<file path="src/rtl/memory_arbiter_pkg.sv">
// Shared state encodings and helpers for the memory arbiter.
package memory_arbiter_pkg;

   // Arbiter FSM states.
   localparam logic [1:0] StIdle    = 2'd0;
   localparam logic [1:0] StBusy    = 2'd1;
   localparam logic [1:0] StRelease = 2'd2;

   // Advance a master index by one, wrapping n-1 back to 0.
   function automatic int next_index(input int idx, input int n);
      return (idx + 1 >= n) ? 0 : idx + 1;
   endfunction

endpackage

</file>
<file path="src/rtl/memory_arbiter_round_robin_picker.sv">
// Combinational round-robin picker: first requester at or after the pointer.
module round_robin_picker
   import memory_arbiter_pkg::*;
#(
   parameter int unsigned NUM_MASTERS        = 2,
   parameter int unsigned MASTER_INDEX_WIDTH = 1
) (
   input  logic [NUM_MASTERS-1:0]        request,
   input  logic [MASTER_INDEX_WIDTH-1:0] pointer,
   output logic [MASTER_INDEX_WIDTH-1:0] grant,
   output logic                          anyRequest
);

   // Scan requesters starting at the pointer, taking the first one found.
   always_comb begin
      int   idx;
      logic found;
      grant = pointer;
      found = 1'b0;
      idx   = int'(pointer);
      for (int k = 0; k < int'(NUM_MASTERS); k++) begin
         if (!found && request[MASTER_INDEX_WIDTH'(idx)]) begin
            grant = MASTER_INDEX_WIDTH'(idx);
            found = 1'b1;
         end
         idx = next_index(idx, int'(NUM_MASTERS));
      end
      anyRequest = |request;
   end

endmodule

</file>
<file path="src/rtl/memory_arbiter.sv">
// Round-robin arbiter multiplexing several masters onto one RAM slave port.
// Each access is followed by one forced idle cycle so the RAM delay counter reloads.
module memory_arbiter
   import memory_arbiter_pkg::*;
#(
   parameter int unsigned NUM_MASTERS        = 2,
   parameter int unsigned ADDRESS_WIDTH      = 16,
   parameter int unsigned DATA_WIDTH         = 32,
   parameter int unsigned MASTER_INDEX_WIDTH = (NUM_MASTERS > 1) ? $clog2(NUM_MASTERS) : 1
) (
   input  logic                                 clock,
   input  logic                                 reset,
   input  logic [NUM_MASTERS*ADDRESS_WIDTH-1:0] masterAddress,
   input  logic [NUM_MASTERS*DATA_WIDTH-1:0]    masterDataOut,
   input  logic [NUM_MASTERS-1:0]               masterReadEnabled,
   input  logic [NUM_MASTERS-1:0]               masterWriteEnabled,
   output logic [DATA_WIDTH-1:0]                masterDataIn,
   output logic [NUM_MASTERS-1:0]               masterFunctionComplete,
   output logic [ADDRESS_WIDTH-1:0]             slaveAddress,
   output logic [DATA_WIDTH-1:0]                slaveDataOut,
   output logic                                 slaveReadEnabled,
   output logic                                 slaveWriteEnabled,
   input  logic [DATA_WIDTH-1:0]                slaveDataIn,
   input  logic                                 slaveFunctionComplete
);

   logic [1:0]                    state_q, state_d;
   logic [MASTER_INDEX_WIDTH-1:0] grant_q, grant_d;
   logic [MASTER_INDEX_WIDTH-1:0] pointer_q, pointer_d;
   logic [MASTER_INDEX_WIDTH-1:0] pickGrant;
   logic                          anyRequest;
   logic [NUM_MASTERS-1:0]        request;
   logic [ADDRESS_WIDTH-1:0]      grantAddress;
   logic [DATA_WIDTH-1:0]         grantData;
   logic                          grantRead;
   logic                          grantWrite;
   logic                          grantRequest;

   assign request      = masterReadEnabled | masterWriteEnabled;
   assign grantRequest = grantRead | grantWrite;
   assign masterDataIn = slaveDataIn;

   round_robin_picker #(
      .NUM_MASTERS       (NUM_MASTERS),
      .MASTER_INDEX_WIDTH(MASTER_INDEX_WIDTH)
   ) u_picker (
      .request   (request),
      .pointer   (pointer_q),
      .grant     (pickGrant),
      .anyRequest(anyRequest)
   );

   // Select the granted master's request fields.
   always_comb begin
      grantAddress = '0;
      grantData    = '0;
      grantRead    = 1'b0;
      grantWrite   = 1'b0;
      for (int i = 0; i < int'(NUM_MASTERS); i++) begin
         if (grant_q == MASTER_INDEX_WIDTH'(i)) begin
            grantAddress = masterAddress[i*ADDRESS_WIDTH +: ADDRESS_WIDTH];
            grantData    = masterDataOut[i*DATA_WIDTH +: DATA_WIDTH];
            grantRead    = masterReadEnabled[i];
            grantWrite   = masterWriteEnabled[i];
         end
      end
   end

   // Slave port and completion outputs; the slave is only driven while busy.
   always_comb begin
      slaveAddress           = '0;
      slaveDataOut           = '0;
      slaveReadEnabled       = 1'b0;
      slaveWriteEnabled      = 1'b0;
      masterFunctionComplete = '0;
      if (state_q == StBusy) begin
         slaveAddress      = grantAddress;
         slaveDataOut      = grantData;
         // Write wins when a master raises both enables.
         slaveWriteEnabled = grantWrite;
         slaveReadEnabled  = grantRead & ~grantWrite;
         masterFunctionComplete[grant_q] = slaveFunctionComplete & grantRequest;
      end
   end

   // Next-state logic: arbitrate in idle, hold grant while busy, one release cycle.
   always_comb begin
      state_d   = state_q;
      grant_d   = grant_q;
      pointer_d = pointer_q;
      case (state_q)
         StIdle: begin
            if (anyRequest) begin
               grant_d = pickGrant;
               state_d = StBusy;
            end
         end
         StBusy: begin
            // Completion or master abort both end the access and advance the pointer.
            if (!grantRequest || slaveFunctionComplete) begin
               state_d   = StRelease;
               pointer_d = MASTER_INDEX_WIDTH'(next_index(int'(grant_q), int'(NUM_MASTERS)));
            end
         end
         StRelease: state_d = StIdle;
         default:   state_d = StIdle;
      endcase
   end

   // State registers with synchronous reset.
   always_ff @(posedge clock) begin
      if (reset) begin
         state_q   <= StIdle;
         grant_q   <= '0;
         pointer_q <= '0;
      end else begin
         state_q   <= state_d;
         grant_q   <= grant_d;
         pointer_q <= pointer_d;
      end
   end

endmodule
</file>
<file path="config.mk">
export PLATFORM = sky130hd
export DESIGN_NAME = memory_arbiter
export DESIGN_NICKNAME = d
export VERILOG_FILES = /design/src/rtl/memory_arbiter_pkg.sv /design/src/rtl/memory_arbiter_round_robin_picker.sv /design/src/rtl/memory_arbiter.sv
export SDC_FILE = /design/constraint.sdc
export NUM_CORES = 1
export LEC_CHECK = 0
export BUFFER_PORTS_ARGS = -buffer_cell sky130_fd_sc_hd__buf_2
export CAP_MARGIN = 10
export CORE_AREA = 2 2 85 87
export CTS_CLUSTER_DIAMETER = 100
export DETAILED_ROUTE_END_ITERATION = 10
export DIE_AREA = 0 0 87 89
export GPL_TIMING_DRIVEN = 1
export PLACE_DENSITY = 0.69
export SYNTH_ARGS = -nofsm -noshare
export SYNTH_HDL_FRONTEND = slang
export SYNTH_SLANG_ARGS = --single-unit
export TNS_END_PERCENT = 50
</file>
<file path="constraint.sdc">
create_clock -name clock -period 2.8 [get_ports clock]
set_input_delay 0.28 -clock clock [delete_from_list [all_inputs] [get_ports clock]]
set_output_delay 0.28 -clock clock [all_outputs]
set_load 0.005 [all_outputs]
</file>
==> results.md <==
- The final weighted congestion of routability-driven global placement is around 0.8.
- In this run the deepest clock path goes through 2 buffers.
- Summed over all instances, the cell type with the most area after synthesis is mux2i_1.
- Counting every sink on the clock net gives 4.
- The total overflow left after global routing is 0.
- The quantity of I/O buffers inserted on ports is 154.
- The count of placed standard cells in the final layout, fillers left out is ~370.
- After clock tree synthesis, the setup repair step added 0 buffers.
- Across the run, the number of max-cap violations was 0.
- The wire length of the first global-routing pass is 6.18 mm.
- For this design the ratio of total power to cell area is between 200 and 300 mW/mm^2.
- The final layout contains between 400 and 500 nets.
- The footprint of the flip-flops and latches is 83.8 sq um.
- The number of antenna violations at the first check in global routing was 0.
- The signed area change from the synthesized netlist to the final layout is 47.3%.
- Synthesis inferred 4 register bits.
- The repair_antennas step left the layout with diodes totalling 0.
- Across the routed clock network, the largest skew measured is roughly 0.0017 ns.
- The number of warnings printed during yosys synthesis is 0.
- The worst setup path is launched from a flip-flop.
- The area inside the core boundary is about 0.0067 sq mm.
- The transition time of the tightest slew-check pin is 0.977 ns.
- The setup path with the least slack is of type reg2out.
- The net count after synthesis is slightly above 300.
- The final-report hold violation count is 0.
- The H-tree depth is 1.
- Summed over all failing endpoints, the final setup total negative slack is 0 ns.
- Clock-pin slew was measured on the worst setup and hold paths at around 0.03 ns.
- Counting every instance in the synthesized netlist gives about 170.
- Once detailed placement completed, the half-perimeter wirelength came to 3.54 mm.
- The post-synthesis instance area is 0.00124 sq mm.
- IR analysis of the VDD net gives a maximum drop of 0.000329 V.
- Total power for the finished layout comes to 0.522 mW.
- The floorplan has 30 rows.
- The depth of the worst hold-timing path is 2.
- The normalized max-slew margin is 0.349.
- Data arrives at the worst endpoint at approximately 1.7 ns.
- The max-slew violation count is 0.
- The achievable clock frequency is between 0.5 and 0.6 GHz.
- The die is 89 um tall.
- The worst slack on hold paths is 0.273 ns.
- The count of unique library cells instantiated by Yosys is 19.
- The first detailed-routing pass took 4 iterations.
- The final layout contains routed wiring with a total length of approximately 4.4 mm.
- Buffers inserted to repair hold after CTS numbered 0.
- The path class of the tightest hold or removal check is in2reg.
- By area the synthesized netlist is led by mux2i_1 (40%), buf_4 (21%), nor2_1 (16%).
- Setup repair after global routing left no endpoint under its margin.
- The final critical path time including I/O delays and setup is 1.98 ns.
- The endpoint kind of the worst setup timing path is a primary output.
- The share of the clock period used by the worst path is 0.707.
- The number of remaining DRC errors is 0.
- Summing all multi-input logic gate instances after layout gives 820 sq um.
- Setup violations remaining at the end of the flow were counted as 0.
- The detail route stage leaves a number of antenna-violating nets equal to 0.
- The share of synthesized area in the top cell type comes to 0.404.
- The mean number of vias per cell is roughly 4.2.
- In this run the worst path has a maximum fanout of 58.
- In this run the cell area measured after placement is 0.00178 sq mm.
- The routed layout has 1551 vias.
- In the final layout, the share of cells above drive strength 1 is 0.561.
- The number of placed instances, taps included, is 361.
- The leakage component of the power is 0.964 nW.
- Dividing the synthesized area by the synthesized cell count gives approximately 7.2 sq um.
- The run finished with clean final reports.
- The part of the Yosys area used for sequential elements is 0.0646.
- The routed length per instance is ~12 um.
- The post-CTS resize count is 0.
- The die width is 87 um.
- The via count of the first global-routing pass was 1372.
- The global router's overall resource usage is 0.0970.
- The first routing iteration left 24 violations.
- The number of cells on the worst reg-to-reg path is 3.
- CTS placed an instance of clkbuf_8 at the clock tree root.
- The required time of the worst setup path is 2.52 ns.
- After filler insertion, the fill cell instance count of the layout stands at 743.
- The maximum number of pins on one net before global-route repair is 59.
- The starting density of the core is 0.185.
- The number of clock buffers added by TritonCTS is 3.
- The total die area is 0.00774 sq mm.
- Once layout is done, the placed cells without fillers occupy ~0.0018 sq mm.
- At the later pin of the worst-skew pair, clock insertion delay measures 0.22 ns.
- TritonCTS built the clock tree.
- The number of I/O pins is between 200 and 250.
==> sequential cells by signal, indices dropped and copies added (netlist names) <==
name / count
state_q: 2
grant_q: 1
pointer_q: 1
==> area by class of cell <==
cell class / instances / area share
Tap cell: 80 / 0.0548
Timing Repair Buffer: 154 / 0.422
Inverter: 2 / 0.00411
Multi-Input combinational cell: 121 / 0.449
Sequential cell: 4 / 0.0459
Clock buffer: 4 / 0.0247
==> layer usage <==
layer  vias to the layer above  GRT usage  wire length, um
li1                        769          -                -
met1                       641      0.105             1700
met2                       115      0.172             1980
met3                        26     0.0212              502
met4                         0     0.0611              216
met5                         -          0                0
==> layout by cell type, fill, tap and decap left out <==
cell,instances
a211oi_1,3
dfxtp_4,1
nor4b_1,1
dfxtp_1,3
a22o_1,1
clkbuf_8,3
nor3b_2,1
inv_1,2
o21ai_1,1
clkbuf_1,1
nor2_1,54
nand2b_2,1
mux2i_1,50
nand3b_1,1
nor3b_1,1
nor3_1,3
buf_2,154
nand2_1,3
a32oi_1,1
==> metrics by stage <==
| step | setup slack [ns] | utilization |
|---|---|---|
| 6_report | 0.821 | 0.272 |
| 4_1_cts | 0.804 | 0.272 |
| 5_1_grt | 0.672 | 0.272 |
| 3_3_place_gp | 1.09 | 0.265 |
| 2_1_floorplan | 1.57 | - |
| 3_5_place_dp | 1.05 | 0.265 |
==> critical path, cell delays in order, from the launching register on <==
cell and delay (ns):
dfxtp_4 0.92, mux2i_1 0.29, nor2_1 0.06, buf_2 0.17
==> report_power, final <==
| part | switching (mW) | total, mW | internal (mW) |
|---|---|---|---|
| registers | 0.0286 | 0.0919 | 0.0633 |
| logic | 0.135 | 0.302 | 0.167 |
| clock network | 0.0308 | 0.128 | 0.0973 |
| total | 0.194 | 0.522 | 0.328 |
==> Yosys cell counts <==
| master | instances |
|---|---|
| a211oi_1 | 3 |
| a22o_1 | 1 |
| a32oi_1 | 1 |
| buf_2 | 6 |
| buf_4 | 34 |
| buf_6 | 4 |
| clkbuf_2 | 1 |
| dfxtp_1 | 4 |
| inv_1 | 2 |
| mux2i_1 | 50 |
| nand2_1 | 3 |
| nand2b_1 | 1 |
| nand3b_1 | 1 |
| nor2_1 | 54 |
| nor3_1 | 3 |
| nor3b_1 | 1 |
| nor3b_2 | 1 |
| nor4b_1 | 1 |
| o21ai_1 | 1 |
==> final timing paths <==
check,startpoint,to,slack (ns)
worst max-delay path,grant_q$_SDFFE_PP0P_,slaveDataOut[20],0.82
worst min-delay path,reset,pointer_q$_SDFFE_PP0P_,0.27
worst max register to register,grant_q$_SDFFE_PP0P_,state_q[1]$_SDFFE_PP0P_,1.11
worst min register to register,pointer_q$_SDFFE_PP0P_,grant_q$_SDFFE_PP0P_,0.46
==> cells by family (layout without fill, tap and decap cells) <==
family	Yosys count	count (layout)	share of synthesized area
buffers and inverters	47	160	0.276
and+or+nand+nor	65	65	0.219
muxes	50	50	0.404
AOI/OAI and AO/OA	6	6	0.0363
DFF	4	4	0.0646
Power figures use the tool's default switching activity.
